$ cat config.mk
export PLATFORM = sky130hd
export DESIGN_NAME = reg_dump
export DESIGN_NICKNAME = d
export VERILOG_FILES = /design/src/rtl/reg_dump.sv
export SDC_FILE = /design/constraint.sdc
export NUM_CORES = 1
export LEC_CHECK = 0
export ABC_AREA = 0
export ABC_CLOCK_PERIOD_IN_PS = 2200
export BUFFER_PORTS_ARGS = -buffer_cell sky130_fd_sc_hd__buf_2
export CAP_MARGIN = 20
export CORE_ASPECT_RATIO = 0.75
export CORE_MARGIN = 4
export CORE_UTILIZATION = 35
export CTS_BUF_LIST = sky130_fd_sc_hd__clkbuf_4 sky130_fd_sc_hd__clkbuf_8 sky130_fd_sc_hd__clkbuf_16
export CTS_CLUSTER_SIZE = 14
export DETAILED_ROUTE_END_ITERATION = 10
export MAX_ROUTING_LAYER = met4
export SLEW_MARGIN = 20
export SYNTH_ARGS = -nofsm -noshare
export SYNTH_HDL_FRONTEND = slang
export SYNTH_SLANG_ARGS = --single-unit
export TNS_END_PERCENT = 10
$ cat constraint.sdc
create_clock -name clk -period 2.2 [get_ports clk]
set_input_delay 0.11 -clock clk [delete_from_list [all_inputs] [get_ports clk]]
set_output_delay 0.11 -clock clk [all_outputs]
set_load 0.02 [all_outputs]
$ cat src/rtl/reg_dump.sv
// reg_dump
//
// Register-file readback engine. A start pulse names an inclusive range of
// register indices [first, last]. The engine steps through the range one
// index at a time. For each index it drives the register file's
// combinational read port, captures the value, and offers the
// (index, value) pair on a valid/ready stream. It only reads the register
// file and never touches the write port, so core writes carry on while a
// dump is running.
//
// Parameters
//   ADDR_W     register index width
//   DATA_W     register data width
//
// Ports
//   clk        single clock, rising-edge
//   reset      synchronous, active-high
//   start      dump request, only honoured while idle
//   first      first index of the dump, sampled with an accepted start
//   last       last index of the dump (inclusive), sampled with start
//   rd_addr    read-select to the register file (0 whenever not reading)
//   rd_data    combinational read data for rd_addr
//   out_valid  out_data/out_index hold a word for the consumer
//   out_ready  consumer accepts the word
//   out_data   captured register value
//   out_index  register index that out_data came from
//   busy       high in every state except IDLE
//   done       one-cycle pulse after the final word is accepted
//   err        one-cycle pulse after a start with first > last is rejected

module reg_dump #(
    parameter int ADDR_W = 5,
    parameter int DATA_W = 32
) (
    input  logic              clk,
    input  logic              reset,
    input  logic              start,
    input  logic [ADDR_W-1:0] first,
    input  logic [ADDR_W-1:0] last,
    output logic [ADDR_W-1:0] rd_addr,
    input  logic [DATA_W-1:0] rd_data,
    output logic              out_valid,
    input  logic              out_ready,
    output logic [DATA_W-1:0] out_data,
    output logic [ADDR_W-1:0] out_index,
    output logic              busy,
    output logic              done,
    output logic              err
);

    typedef enum logic [1:0] {
        IDLE = 2'd0,
        READ = 2'd1,
        SEND = 2'd2,
        DONE = 2'd3
    } state_t;

    state_t            state_q, state_d;
    logic [ADDR_W-1:0] idx_q,   idx_d;
    logic [ADDR_W-1:0] limit_q, limit_d;
    logic [DATA_W-1:0] data_q,  data_d;
    logic [ADDR_W-1:0] oidx_q,  oidx_d;
    logic              err_q,   err_d;
    logic              handshake;

    // A handshake can only happen in SEND. out_ready is ignored in every
    // other state.
    assign handshake = (state_q == SEND) && out_ready;

    always_ff @(posedge clk) begin
        if (reset) begin
            state_q <= IDLE;
            idx_q   <= '0;
            limit_q <= '0;
            data_q  <= '0;
            oidx_q  <= '0;
            err_q   <= 1'b0;
        end else begin
            state_q <= state_d;
            idx_q   <= idx_d;
            limit_q <= limit_d;
            data_q  <= data_d;
            oidx_q  <= oidx_d;
            err_q   <= err_d;
        end
    end

    always_comb begin
        state_d = state_q;
        idx_d   = idx_q;
        limit_d = limit_q;
        data_d  = data_q;
        oidx_d  = oidx_q;
        err_d   = 1'b0;

        case (state_q)
            IDLE: begin
                if (start) begin
                    if (first > last) begin
                        err_d = 1'b1;
                    end else begin
                        idx_d   = first;
                        limit_d = last;
                        state_d = READ;
                    end
                end
            end

            // The value captured here is what the register file holds just
            // before this edge. A write that lands on the same edge is not
            // visible in this word.
            READ: begin
                data_d  = rd_data;
                oidx_d  = idx_q;
                state_d = SEND;
            end

            // The counter stops at the limit instead of incrementing. This
            // lets last = 2**ADDR_W-1 finish without the counter wrapping.
            SEND: begin
                if (handshake) begin
                    if (idx_q == limit_q) begin
                        state_d = DONE;
                    end else begin
                        idx_d   = idx_q + 1'b1;
                        state_d = READ;
                    end
                end
            end

            DONE: begin
                state_d = IDLE;
            end

            default: begin
                state_d = IDLE;
            end
        endcase
    end

    // The read select stays at 0 outside READ so the register file sees a
    // quiet, predictable address while the engine is idle or waiting.
    assign rd_addr   = (state_q == READ) ? idx_q : '0;
    assign out_valid = (state_q == SEND);
    assign out_data  = data_q;
    assign out_index = oidx_q;
    assign busy      = (state_q != IDLE);
    assign done      = (state_q == DONE);
    assign err       = err_q;

endmodule

==> flow_metrics.env <==
export IMPL_outcome="completed"
export IMPL_drive_above_1_share_pct=32.5
export IMPL_critical_path_peak_fanout=18
export IMPL_final_common_cell="buf_2"
export IMPL_grt_total_usage_pct=15.2
export IMPL_clk_pin_slew_ns=0.08
export IMPL_ios=92
export IMPL_drt_iter0_drc=90
export IMPL_synth_edff_count=0
export IMPL_cts_max_level=2
export IMPL_critPathCaptureType="output pin"
export IMPL_slew_limit_headroom_pct=66.3
export IMPL_arrival_ns=1.60
export IMPL_drc_errors=0
export IMPL_rsz0062_at_grt="false"
export IMPL_syn_inst=270
export IMPL_postRouteAntennaNets=0
export IMPL_worst_pin_slew_ns=0.504
export IMPL_final_core_util_pct=47.7
export IMPL_die_height_um=75.9
export IMPL_syn_num_nets=322
export IMPL_clk_latency_ns=0.29
export IMPL_grt_max_degree=22
export IMPL_routedWlPerCell_um=12.7
export IMPL_rrSetupSlack_ns=0.54
export IMPL_hold_violations=0
export IMPL_ys_flop_type="dfxtp_1"
export IMPL_clock_root_buffer="clkbuf_8"
export IMPL_fin_skew_ns=0.00178
export IMPL_overflow=0
export IMPL_worstRegToRegCells=5
export IMPL_powerDensity_mw_per_mm2=765
export IMPL_grt_pass1_wl_mm=8.90
export IMPL_total_power_mw=2.15
export IMPL_cts_tree="built"
export IMPL_routabilityCongestion=0.853
export IMPL_nFillCells=608
export IMPL_critical_path_class="reg -> out"
export IMPL_finalSetupTns_ns=0
export IMPL_io_buffer_count=91
export IMPL_grt_pass1_vias=1877
export IMPL_cts_setup_buffers=0
export IMPL_synth_async_sr_flop_share_pct=0
export IMPL_final_cell_mix="buf_2 (91), nand2_1 (80), dfxtp_1 (50)"
export IMPL_first_pass_iters=4
export IMPL_max_freq_mhz=585
export IMPL_post_synth_instance_area_mm2=0.00215
export IMPL_cp_data_required_time_ns=2.09
export IMPL_cts_resized=0
export IMPL_hold_path_class="in -> reg"
export IMPL_cap_violations=0
export IMPL_syn_avg_cell_area_um2=7.96
export IMPL_ys_warn_count=0
export IMPL_ys_seq_area_share_pct=46.6
export IMPL_core_mm2=0.00589
export IMPL_hold_depth=3
export IMPL_start_util_pct=36.5
export IMPL_r2r_end="idx_q[3]"
export IMPL_wirelength_mm=5.58
export IMPL_hold_slack_ns=0.0427
export IMPL_antennaDiodeCount=0
export IMPL_viasPerCell=4.68
export IMPL_slew_viol_final=0
export IMPL_clock_sinks=50
export IMPL_cts_hold_fix_buffers=0
export IMPL_fin_crit_sh_pct=77.8
export IMPL_die_area_mm2=0.00747
export IMPL_rows=24
export IMPL_fin_crit_ns=1.71
export IMPL_fin_nets=412
export IMPL_antenna_found_initial=0
export IMPL_dp_cells=431
export IMPL_dieWidth_um=98.5
export IMPL_finalSetupViolCount=0
export IMPL_worstSetupStartpointType="flop"
export IMPL_vias=2052
export IMPL_final_cells=438
export IMPL_ys_types=39
export IMPL_post_dp_hpwl_mm=4.20
export IMPL_cts_buffers=5
export IMPL_p_leak_nw=1.31
export IMPL_ir_worst_vdd_mv=0.305
export IMPL_clk_path_buf_depth=2
export IMPL_r2r_start="idx_q[3]"
export IMPL_area_growth_pct=30.7
export IMPL_hold_start="rd_data[12]"
export IMPL_min_to="out_data[12]"
export IMPL_synth_seq_cells=50
## how the worst max path moves through the flow
stage	to	depth (start not counted)	startpoint
after floorplan	idx_q[3]	8	state_q[0]
after global placement	idx_q[3]	8	last[4]
after detailed placement	idx_q[2]	7	first[4]
after CTS	rd_addr[4]	6	state_q[1]
after global routing	rd_addr[3]	5	state_q[0]
final	rd_addr[1]	6	state_q[1]
## cells by family after synthesis
group / after synthesis / synth area share, %
multiplexers: 1 / 0.466
flip-flops: 50 / 46.6
buffers and inverters: 30 / 5.71
adder cells (fa/ha/maj): 6 / 3.49
AND/OR/NAND/NOR: 110 / 22.1
AO/OA/AOI/OAI: 68 / 19.6
XOR/XNOR: 5 / 2.04
## stage by stage
stage	area [um^2]	setup slack [ns]
after detailed placement	2700	0.450
after floorplan	2150	0.578
after CTS	2810	0.442
after global routing	2810	0.310
after global placement	2700	0.491
final	2810	0.489
## report_power, final
group | leakage, nW | internal [mW] | switching [mW]
Clock | 0.0573 | 0.364 | 0.285
Combinational | 0.845 | 0.194 | 0.285
Sequential | 0.407 | 0.970 | 0.0488
## area by class of cell
type,instances,area [um^2],share of cell area (%)
Multi-Input combinational cell,190,1020,36.5
Sequential cell,50,1000,35.7
Timing Repair Buffer,100,523,18.6
Tap cell,78,97.6,3.48
Clock buffer,6,82.6,2.94
Inverter,13,48.8,1.74
Clock inverter,1,30.0,1.07
## worst max-delay path: stages, from the launching register on
cell and delay, ns:
dfxtp_1 0.35, buf_4 0.17, and2b_1 0.23, buf_4 0.23, nand2_1 0.10, inv_1 0.07, buf_2 0.15
## cells in the mapped netlist (2+ instances only)
cell type   n  area share (%)
buf_2       2            0.47
o32ai_2     2             1.5
o21ai_0     6             1.4
nor3_1      4            0.93
dfxtp_1    50              47
a211oi_1    3             1.0
nand2b_1    4             1.2
ha_1        6             3.5
inv_1      12             2.1
a21oi_1    46              11
nand3_1     8             1.9
xnor2_1     5             2.0
nand2_1    80              14
nor2_1      4            0.70
clkbuf_1   11             1.9
buf_1       3            0.52
or2_2       2            0.58
## state kept, by name, summed over array words and instances (netlist names)
signal,count
err,1
idx_q,5
limit_q,5
out_data,32
out_index,5
state_q,2
## metal layers
layer  vias up  global-route usage, %  part of all wire, %
met2        79                   22.5                   43
met5         -                      -                    0
li1       1077                      -                    -
met1       891                   20.4                   47
met4         0                   3.18                 0.56
met3         5                   4.85                  9.0
Note: power is estimated with default switching activity, not from simulation.
